--- config.mk ---
export PLATFORM = sky130hd
export DESIGN_NAME = sip_in_fifo_flat
export DESIGN_NICKNAME = d
export VERILOG_FILES = /design/src/rtl/sip_in_fifo_if.sv /design/src/rtl/sip_in_fifo.sv /design/src/flat_wrapper.sv
export SDC_FILE = /design/constraint.sdc
export NUM_CORES = 1
export LEC_CHECK = 0
export BUFFER_PORTS_ARGS = -buffer_cell sky130_fd_sc_hd__buf_2
export CORE_MARGIN = 10
export CORE_UTILIZATION = 60
export DETAILED_ROUTE_END_ITERATION = 10
export GPL_TIMING_DRIVEN = 0
export PLACE_DENSITY = 0.78
export SYNTH_ARGS = -nofsm -noshare
export SYNTH_HDL_FRONTEND = slang
export SYNTH_SLANG_ARGS = --single-unit
--- constraint.sdc ---
create_clock -name WRCLK -period 15.8 [get_ports WRCLK]
set_clock_uncertainty 0.1 [all_clocks]
set_input_delay 3.16 -clock WRCLK [delete_from_list [all_inputs] [get_ports WRCLK]]
set_output_delay 3.16 -clock WRCLK [all_outputs]
set_load 0.01 [all_outputs]
--- src/rtl/sip_in_fifo_if.sv ---
// Handshake/data bundle between the capture-side writer, the fabric reader and sip_in_fifo.
// Optional OVERFLOW/UNDERFLOW appear only when SIP_IN_FIFO_ERR_FLAGS_EN is defined.
interface sip_in_fifo_if;
  logic       WREN;
  logic       RDEN;
  logic [3:0] D0, D1, D2, D3, D4, D7, D8, D9;
  logic [7:0] D5, D6;
  logic [7:0] Q0, Q1, Q2, Q3, Q4, Q5, Q6, Q7, Q8, Q9;
  logic       EMPTY;
  logic       FULL;
  logic       ALMOSTEMPTY;
  logic       ALMOSTFULL;
`ifdef SIP_IN_FIFO_ERR_FLAGS_EN
  logic       OVERFLOW;
  logic       UNDERFLOW;

  modport master (
    output WREN, RDEN, D0, D1, D2, D3, D4, D5, D6, D7, D8, D9,
    input  Q0, Q1, Q2, Q3, Q4, Q5, Q6, Q7, Q8, Q9,
    input  EMPTY, FULL, ALMOSTEMPTY, ALMOSTFULL, OVERFLOW, UNDERFLOW
  );
  modport slave (
    input  WREN, RDEN, D0, D1, D2, D3, D4, D5, D6, D7, D8, D9,
    output Q0, Q1, Q2, Q3, Q4, Q5, Q6, Q7, Q8, Q9,
    output EMPTY, FULL, ALMOSTEMPTY, ALMOSTFULL, OVERFLOW, UNDERFLOW
  );
`else
  modport master (
    output WREN, RDEN, D0, D1, D2, D3, D4, D5, D6, D7, D8, D9,
    input  Q0, Q1, Q2, Q3, Q4, Q5, Q6, Q7, Q8, Q9,
    input  EMPTY, FULL, ALMOSTEMPTY, ALMOSTFULL
  );
  modport slave (
    input  WREN, RDEN, D0, D1, D2, D3, D4, D5, D6, D7, D8, D9,
    output Q0, Q1, Q2, Q3, Q4, Q5, Q6, Q7, Q8, Q9,
    output EMPTY, FULL, ALMOSTEMPTY, ALMOSTFULL
  );
`endif
endinterface

--- src/rtl/sip_in_fifo.sv ---
// Single-clock 8-entry PHY byte-lane input FIFO; 4x8 mode packs two nibble writes per entry.
// Optional sticky OVERFLOW/UNDERFLOW outputs under macro SIP_IN_FIFO_ERR_FLAGS_EN.
// Handshake: a write is taken on an edge with WREN && !FULL, a read with RDEN && !EMPTY;
// Q loads on the read edge and holds otherwise; blocked requests change nothing.
module sip_in_fifo #(
  parameter int ALMOST_EMPTY_VALUE = 1,
  parameter int ALMOST_FULL_VALUE  = 1,
  parameter int ARRAY_MODE         = 1,
  parameter int DEPTH              = 8
) (
  input  logic                       WRCLK,
  input  logic                       RESET,
  sip_in_fifo_if.slave               bus,
  output logic                       dbg_pack_phase,
  output logic [$clog2(DEPTH+1)-1:0] dbg_count
);
  localparam int AW = $clog2(DEPTH);
  localparam int CW = $clog2(DEPTH + 1);
  localparam logic [CW-1:0] AE_TH   = CW'(ALMOST_EMPTY_VALUE);
  localparam logic [CW-1:0] AF_TH   = CW'(DEPTH - ALMOST_FULL_VALUE);
  localparam logic [CW-1:0] FULL_TH = CW'(DEPTH);
  localparam logic [0:0] PH_LOW  = 1'b0;
  localparam logic [0:0] PH_HIGH = 1'b1;

  if (ALMOST_EMPTY_VALUE < 1 || ALMOST_EMPTY_VALUE > 2) begin : g_bad_ae
    $error("sip_in_fifo: ALMOST_EMPTY_VALUE must be 1..2");
  end
  if (ALMOST_FULL_VALUE < 1 || ALMOST_FULL_VALUE > 2) begin : g_bad_af
    $error("sip_in_fifo: ALMOST_FULL_VALUE must be 1..2");
  end
  if (ARRAY_MODE != 0 && ARRAY_MODE != 1) begin : g_bad_mode
    $error("sip_in_fifo: ARRAY_MODE must be 0 or 1");
  end
  if (DEPTH < 2 || (DEPTH & (DEPTH - 1)) != 0) begin : g_bad_depth
    $error("sip_in_fifo: DEPTH must be a power of two >= 2");
  end

  logic [7:0][3:0] nib;
  logic [7:0][3:0] staged;
  logic [9:0][7:0] commit_data;
  logic [9:0][7:0] q_r;
  logic [9:0][7:0] mem [DEPTH];
  logic [AW-1:0]   wr_ptr, rd_ptr;
  logic [CW-1:0]   count, count_next;
  logic [0:0]      phase;
  logic            empty_r, full_r, ae_r, af_r;
  logic            wr_fire, rd_fire, commit;

  // Nibble lanes in order D0..D4, D7..D9; D5/D6 bypass the staging path.
  assign nib = {bus.D9, bus.D8, bus.D7, bus.D4, bus.D3, bus.D2, bus.D1, bus.D0};

  assign wr_fire = bus.WREN && !full_r;
  assign rd_fire = bus.RDEN && !empty_r;
  assign commit  = wr_fire && ((ARRAY_MODE == 0) || (phase == PH_HIGH));

  always_comb begin
    commit_data = '0;
    for (int k = 0; k < 8; k++) begin
      if (ARRAY_MODE != 0) commit_data[(k < 5) ? k : k + 2] = {nib[k], staged[k]};
      else                 commit_data[(k < 5) ? k : k + 2] = {4'h0, nib[k]};
    end
    commit_data[5] = bus.D5;
    commit_data[6] = bus.D6;
  end

  always_comb begin
    count_next = count;
    if (commit && !rd_fire)      count_next = count + 1'b1;
    else if (!commit && rd_fire) count_next = count - 1'b1;
  end

  always_ff @(posedge WRCLK) begin
    if (commit) mem[wr_ptr] <= commit_data;
  end

  always_ff @(posedge WRCLK) begin
    if (RESET) begin
      wr_ptr  <= '0;
      rd_ptr  <= '0;
      count   <= '0;
      phase   <= PH_LOW;
      staged  <= '0;
      q_r     <= '0;
      empty_r <= 1'b1;
      ae_r    <= 1'b1;
      full_r  <= 1'b0;
      af_r    <= 1'b0;
    end else begin
      if (wr_fire && ARRAY_MODE != 0) phase <= (phase == PH_LOW) ? PH_HIGH : PH_LOW;
      if (wr_fire && phase == PH_LOW) staged <= nib;
      if (commit) wr_ptr <= wr_ptr + 1'b1;
      if (rd_fire) begin
        rd_ptr <= rd_ptr + 1'b1;
        q_r    <= mem[rd_ptr];
      end
      // Flags come straight from the post-edge count so they never lag.
      count   <= count_next;
      empty_r <= (count_next == '0);
      ae_r    <= (count_next <= AE_TH);
      full_r  <= (count_next == FULL_TH);
      af_r    <= (count_next >= AF_TH);
    end
  end

`ifdef SIP_IN_FIFO_ERR_FLAGS_EN
  logic ovf_r, unf_r;
  always_ff @(posedge WRCLK) begin
    if (RESET) begin
      ovf_r <= 1'b0;
      unf_r <= 1'b0;
    end else begin
      if (bus.WREN && full_r)  ovf_r <= 1'b1;
      if (bus.RDEN && empty_r) unf_r <= 1'b1;
    end
  end
  assign bus.OVERFLOW  = ovf_r;
  assign bus.UNDERFLOW = unf_r;
`endif

  assign bus.Q0 = q_r[0];
  assign bus.Q1 = q_r[1];
  assign bus.Q2 = q_r[2];
  assign bus.Q3 = q_r[3];
  assign bus.Q4 = q_r[4];
  assign bus.Q5 = q_r[5];
  assign bus.Q6 = q_r[6];
  assign bus.Q7 = q_r[7];
  assign bus.Q8 = q_r[8];
  assign bus.Q9 = q_r[9];
  assign bus.EMPTY       = empty_r;
  assign bus.FULL        = full_r;
  assign bus.ALMOSTEMPTY = ae_r;
  assign bus.ALMOSTFULL  = af_r;
  assign dbg_pack_phase  = phase[0];
  assign dbg_count       = count;
endmodule

--- src/flat_wrapper.sv ---
// flat-port wrapper written by rule: the top's interface ports become plain ports
module sip_in_fifo_flat 
#(
  parameter int ALMOST_EMPTY_VALUE = 1,
  parameter int ALMOST_FULL_VALUE  = 1,
  parameter int ARRAY_MODE         = 1,
  parameter int DEPTH              = 8
)
  (WRCLK, RESET, dbg_pack_phase, dbg_count, bus_WREN, bus_RDEN, bus_D0, bus_D1, bus_D2, bus_D3, bus_D4, bus_D5, bus_D6, bus_D7, bus_D8, bus_D9, bus_Q0, bus_Q1, bus_Q2, bus_Q3, bus_Q4, bus_Q5, bus_Q6, bus_Q7, bus_Q8, bus_Q9, bus_EMPTY, bus_FULL, bus_ALMOSTEMPTY, bus_ALMOSTFULL);
  sip_in_fifo_if bus_i ();
  input  logic WRCLK;
  input  logic RESET;
  output logic dbg_pack_phase;
  output logic [$clog2(DEPTH+1)-1:0] dbg_count;
  input wire logic [$bits(bus_i.WREN)-1:0] bus_WREN;
  input wire logic [$bits(bus_i.RDEN)-1:0] bus_RDEN;
  input wire logic [$bits(bus_i.D0)-1:0] bus_D0;
  input wire logic [$bits(bus_i.D1)-1:0] bus_D1;
  input wire logic [$bits(bus_i.D2)-1:0] bus_D2;
  input wire logic [$bits(bus_i.D3)-1:0] bus_D3;
  input wire logic [$bits(bus_i.D4)-1:0] bus_D4;
  input wire logic [$bits(bus_i.D5)-1:0] bus_D5;
  input wire logic [$bits(bus_i.D6)-1:0] bus_D6;
  input wire logic [$bits(bus_i.D7)-1:0] bus_D7;
  input wire logic [$bits(bus_i.D8)-1:0] bus_D8;
  input wire logic [$bits(bus_i.D9)-1:0] bus_D9;
  output wire logic [$bits(bus_i.Q0)-1:0] bus_Q0;
  output wire logic [$bits(bus_i.Q1)-1:0] bus_Q1;
  output wire logic [$bits(bus_i.Q2)-1:0] bus_Q2;
  output wire logic [$bits(bus_i.Q3)-1:0] bus_Q3;
  output wire logic [$bits(bus_i.Q4)-1:0] bus_Q4;
  output wire logic [$bits(bus_i.Q5)-1:0] bus_Q5;
  output wire logic [$bits(bus_i.Q6)-1:0] bus_Q6;
  output wire logic [$bits(bus_i.Q7)-1:0] bus_Q7;
  output wire logic [$bits(bus_i.Q8)-1:0] bus_Q8;
  output wire logic [$bits(bus_i.Q9)-1:0] bus_Q9;
  output wire logic [$bits(bus_i.EMPTY)-1:0] bus_EMPTY;
  output wire logic [$bits(bus_i.FULL)-1:0] bus_FULL;
  output wire logic [$bits(bus_i.ALMOSTEMPTY)-1:0] bus_ALMOSTEMPTY;
  output wire logic [$bits(bus_i.ALMOSTFULL)-1:0] bus_ALMOSTFULL;
  assign bus_i.WREN = bus_WREN;
  assign bus_i.RDEN = bus_RDEN;
  assign bus_i.D0 = bus_D0;
  assign bus_i.D1 = bus_D1;
  assign bus_i.D2 = bus_D2;
  assign bus_i.D3 = bus_D3;
  assign bus_i.D4 = bus_D4;
  assign bus_i.D5 = bus_D5;
  assign bus_i.D6 = bus_D6;
  assign bus_i.D7 = bus_D7;
  assign bus_i.D8 = bus_D8;
  assign bus_i.D9 = bus_D9;
  assign bus_Q0 = bus_i.Q0;
  assign bus_Q1 = bus_i.Q1;
  assign bus_Q2 = bus_i.Q2;
  assign bus_Q3 = bus_i.Q3;
  assign bus_Q4 = bus_i.Q4;
  assign bus_Q5 = bus_i.Q5;
  assign bus_Q6 = bus_i.Q6;
  assign bus_Q7 = bus_i.Q7;
  assign bus_Q8 = bus_i.Q8;
  assign bus_Q9 = bus_i.Q9;
  assign bus_EMPTY = bus_i.EMPTY;
  assign bus_FULL = bus_i.FULL;
  assign bus_ALMOSTEMPTY = bus_i.ALMOSTEMPTY;
  assign bus_ALMOSTFULL = bus_i.ALMOSTFULL;
  sip_in_fifo #(.ALMOST_EMPTY_VALUE(ALMOST_EMPTY_VALUE), .ALMOST_FULL_VALUE(ALMOST_FULL_VALUE), .ARRAY_MODE(ARRAY_MODE), .DEPTH(DEPTH)) u_core (.WRCLK(WRCLK), .RESET(RESET), .bus(bus_i), .dbg_pack_phase(dbg_pack_phase), .dbg_count(dbg_count));
endmodule
After elaboration in Yosys (flattened, before gate mapping)
Memories as Yosys holds them, arrays and structs flattened. A register that Yosys moved wholly into a read port is not among the register bits.
Index checks and enable logic that the tools add are counted.
{ "word_totals": {"regBits": 47, "ram_bits": 640, "inputBits": 52, "word_cells": 41, "mem_count": 1} }
{ "mem_list": {"columns": ["memory", "depth", "word_bits", "read_ports", "rd_clocked_by_memory_dff", "write_ports", "line_no", "source"], "rows": [
  ["u_core.mem", 8, 80, 1, 1, 1, "sip_in_fifo.sv:42", "logic [9:0][7:0] mem [DEPTH];"]
]} }
{ "classes": {"n_addsub": 4, "n_lt_le_gt_ge": 2, "n_eq_ne": 1, "n_mux": 5, "n_bitwise": 1, "reduce_logical": 11} }
{ "ops": {"columns": ["cell", "n"], "rows": [
  ["$mux W4", 2],
  ["$add A3 B1 Y3 const B", 2],
  ["$logic_and A1 B1 Y1", 6],
  ["$add A4 B1 Y4 const B", 1],
  ["$eq A4 B4 Y1 const B", 1],
  ["$ge A4 B3 Y1 const B", 1],
  ["$le A4 B1 Y1 const B", 1],
  ["$logic_not A1 Y1", 4],
  ["$logic_not A4 Y1", 1],
  ["$sub A4 B1 Y4 const B", 1],
  ["$mux W1", 3],
  ["$not A1 Y1", 1]
]} }

Logic depth before layout (Yosys ltp)
{ "logic_depth": {"ltp_word": 8, "depth_mapped": 6, "mapped_depth_nobuf": 5} }

Worst setup path after synthesis
No wires, ideal clock.
{ "synth_path": {"kind": "input to register", "start": "input port bus_WREN", "end": "memory u_core.mem[0][0] (netlist name) (enable)", "setup_time_ps": 715, "arrival_ps": 10870, "required_ps": 14985, "slack_ps": 4115, "path_stages": 2, "path_cell_list": "nand3b_4 > nor4_1"} }
{ "synth_between": {"elab_chain_cells": 4} }
{ "synth_rtl": {"columns": ["item", "line_no", "source"], "rows": [
  ["from (decl)", "flat_wrapper.sv:15", "input wire logic [$bits(bus_i.WREN)-1:0] bus_WREN;"],
  ["$logic_and A1 B1 Y1", "sip_in_fifo.sv:52", "assign wr_fire = bus.WREN && !full_r;"],
  ["$logic_and A1 B1 Y1", "sip_in_fifo.sv:54", "assign commit = wr_fire && ((ARRAY_MODE == 0) || (phase == PH_HIGH));"],
  ["$mux W1", "sip_in_fifo.sv:73", "if (commit) mem[wr_ptr] <= commit_data;"],
  ["$mux W1 (implied by the code)", "sip_in_fifo.sv:73", null],
  ["to (decl)", "sip_in_fifo.sv:42", null]
]} }
Every way passes these cells.

Worst setup path in the final report
{ "layout_path": {"start": "input port bus_WREN", "end": "memory u_core.mem[1][64] (netlist name) (enable)"} }
Same word-level chain as after synthesis.

==> results.sh <==
export IMPL_status="finished clean"
export IMPL_drtAntennaViolNets=0
export IMPL_postCtsResizedCells=0
export IMPL_holdWs_ps=393
export IMPL_drt_wirelength_per_cell_um=27.7
export IMPL_cts_tree="built"
export IMPL_worstRegToRegCells=8
export IMPL_relSlewSlack_pct=30.6
export IMPL_grt_pass1_wl_um=98100
export IMPL_antenna_found_initial=4
export IMPL_holdBufCountCts=0
export IMPL_fin_cells=2373
export IMPL_clkTransAtPathRegs_ps=60
export IMPL_regToRegStartpoint="u_core.dbg_pack_phase$_SDFFE_PP0N_"
export IMPL_place_ws_ps=9880
export IMPL_reg2reg_slack_ps=12670
export IMPL_place_gp_congestion=0.740
export IMPL_hold_path_endpoint="u_core.bus.Q5[7]$_SDFFE_PP0P_"
export IMPL_core_mm2=0.0469
export IMPL_clk_latency_ps=620
export IMPL_die_h_um=238
export IMPL_path_buf_inv=5
export IMPL_ir_drop_mv=0.0741
export IMPL_io_pins=141
export IMPL_cts_buffer_depth=3
export IMPL_ys_seq_elements=767
export IMPL_end_kind="flop"
export IMPL_synth_top_cell_by_area="edfxtp_1"
export IMPL_crit_path_cell_trace="buf_2 -> nand2b_1 -> nor2_1 -> nand2_1 -> nor3_2 -> buf_6 -> buf_8 -> buf_6 -> buf_6"
export IMPL_finalSetupViolations=0
export IMPL_synth_warning_count=0
export IMPL_fmax_mhz=186
export IMPL_area_growth_pct=16.8
export IMPL_numCtsBuffers=75
export IMPL_syn_inst=1421
export IMPL_fp_dieW_um=238
export IMPL_yosysSeqAreaShare_pct=76.2
export IMPL_avgSynthCellArea_um2=20.1
export IMPL_hold_violations=0
export IMPL_grt_ovfl_total=0
export IMPL_grt_pass1_vias=15440
export IMPL_port_buffers=139
export IMPL_clockRootBuffer="clkbuf_16"
export IMPL_cts_sinks=767
export IMPL_cp_slowest_cell="nor3_2"
export IMPL_holdPathStages=2
export IMPL_num_vias=14940
export IMPL_critPathKind="input pin to flop"
export IMPL_cts_setup_buffers=0
export IMPL_slew_viol_final=0
export IMPL_rsz0062_at_grt="no"
export IMPL_setup_tns_final_ps=0
export IMPL_dr_pass1_iters=5
export IMPL_final_common_cell="edfxtp_1"
export IMPL_synth_top_cell_area_share_pct=67.3
export IMPL_first_iter_violations=1553
export IMPL_die_area_mm2=0.0567
export IMPL_routed_wl_um=65700
export IMPL_vias_per_cell=6.30
export IMPL_critPathRequiredTime_ps=16000
export IMPL_place_inst=2233
export IMPL_final_layout_size_suffix_gt1_share_pct=28.2
export IMPL_n_fill_cell=2763
export IMPL_row_count=79
export IMPL_synth_area_top_cells="edfxtp_1 67%, mux4_2 9.9%, dfxtp_1 8.9%, mux4_1 3.2%, mux2i_1 2.9%"
export IMPL_gr_usage_all_layers_pct=23.3
export IMPL_grt_max_degree=26
export IMPL_syn_nets=1477
export IMPL_path_delay_family="simple AND/OR/NAND/NOR gates"
export IMPL_leakagePower_nw=11.1
export IMPL_finalNetCount=1759
export IMPL_p_per_area_mw_per_mm2=144
export IMPL_setup_slack_ps=10420
export IMPL_layout_common_cells="640 x edfxtp_1, 161 x buf_2, 127 x dfxtp_1"
export IMPL_hp_class="flop to flop"
export IMPL_drc_errors=0
export IMPL_worst_pin_slew_ps=1040
export IMPL_htreeDepth=3
export IMPL_max_stage_delay_ps=670
export IMPL_syn_area_mm2=0.0286
export IMPL_r2r_end="u_core.mem[1][64]$_DFFE_PP_"
export IMPL_crit_top_cell="buf_6"
export IMPL_start_util_pct=61.0
export IMPL_synth_cell_type_count=39
export IMPL_startpoint_type="input pin"
export IMPL_finalCritPeriodShare_pct=34.0
export IMPL_fin_crit_ps=5380
export IMPL_critPathMaxFanout=9
export IMPL_worstPathArrival_ps=5580
export IMPL_hpwl_um=40200
export IMPL_drv_cap=0
export IMPL_worstHoldStart="u_core.bus.Q5[7]$_SDFFE_PP0P_"
export IMPL_fin_total_pwr_mw=4.82
[Yosys cell counts]
library cell and count:
buf_1 1, clkbuf_1 44, buf_2 22, and3_1 1, nor2_4 1, buf_6 10, and2_1 1, mux4_1 35
mux2_4 2, nand2_1 72, xor2_1 3, a31oi_2 1, a22oi_1 1, a21oi_1 35, ha_1 4, mux2i_1 82
inv_1 3, edfxtp_1 640, or3_1 1, buf_4 8, a21o_1 1, mux2_2 1, nand2b_1 4, o22ai_1 1
nand3_1 1, nor3b_2 1, a22oi_2 1, nand3b_4 1, xnor2_1 3, nor2b_1 3, and2_4 1, buf_8 1
mux4_2 125, nor4_1 1, a211oi_1 80, nor4_4 1, dfxtp_1 127, nor3_1 8, nor2_1 93
[worst register-to-register path: stages (launching register included)]
cell     delay, ps
dfxtp_1        460
inv_1          100
nor2_1         340
nand2_1        310
nor3_2         680
buf_6          280
buf_8          180
buf_6          190
buf_6          190
[cell families after synthesis]
| logic type | after synthesis | share of synthesized area (%) |
|---|---|---|
| DFF | 767 | 76.2 |
| muxes | 245 | 16.1 |
| and+or+nand+nor | 190 | 2.83 |
| AOI/OAI and AO/OA | 120 | 2.88 |
| buffers and inverters | 89 | 1.67 |
| xor gates and xnor gates | 6 | 0.184 |
| adders and majority gates | 4 | 0.175 |
[stage by stage]
stage | utilization, % | area (um^2)
2_1_floorplan | - | 28600
3_5_place_dp | 65.9 | 30900
5_1_grt | 71.2 | 33400
6_report | 71.2 | 33400
4_1_cts | 71.2 | 33400
3_3_place_gp | 64.1 | 30000
[power by group]
group,internal (mW),switching (mW)
registers,2.28,0.0600
logic,0.307,0.388
clock network,1.05,0.728
total,3.65,1.18
[layout make-up]
type | count | area, um^2 | area share, %
Inverter | 3 | 11.3 | 0.0337
Timing Repair Buffer | 205 | 1510 | 4.51
Clock buffer | 118 | 2320 | 6.94
Clock inverter | 20 | 168 | 0.502
Sequential cell | 767 | 21800 | 65.2
Buffer | 86 | 467 | 1.40
Tap cell | 607 | 759 | 2.28
Antenna cell | 2 | 5.00 | 0.0150
Multi-Input combinational cell | 565 | 6380 | 19.1
[worst max-delay path by stage]
stage | start | end | slack, ps | depth (start not counted)
global route | bus_WREN | u_core.mem[1][64]$_DFFE_PP_ | 10340 | 9
global placement | bus_WREN | u_core.mem[0][68]$_DFFE_PP_ | -4620 | 3
finish | bus_WREN | u_core.mem[1][64]$_DFFE_PP_ | 10420 | 9
floorplan | bus_WREN | u_core.mem[0][0]$_DFFE_PP_ | 4120 | 2
CTS | bus_WREN | u_core.mem[1][65]$_DFFE_PP_ | 10460 | 9
detailed placement | bus_WREN | u_core.mem[1][64]$_DFFE_PP_ | 9880 | 9
[state kept, by name, summed over array words and instances, names as in the netlist]
name / cells
u_core.bus.Q4: 8
u_core.bus.EMPTY: 1
u_core.bus.Q9: 8
u_core.bus.Q8: 8
u_core.rd_ptr: 3
u_core.bus.ALMOSTEMPTY: 1
u_core.bus.Q3: 8
u_core.bus.Q0: 8
u_core.bus.Q7: 8
u_core.bus.ALMOSTFULL: 1
u_core.bus.Q6: 8
u_core.mem: 640
u_core.bus.FULL: 1
u_core.wr_ptr: 3
u_core.bus.Q5: 8
u_core.commit_data: 32
u_core.dbg_count: 4
u_core.bus.Q2: 8
u_core.bus.Q1: 8
u_core.dbg_pack_phase: 1
[per-layer routing]
layer  track usage (%)  share of wire, %  vias up
met5                 0             0.055        -
met2              39.1                50      738
met3              4.71               8.2      142
met4              9.01               3.1        6
li1                  -                 -     6330
met1              29.8                38     7724
Power figures use the tool's default switching activity.
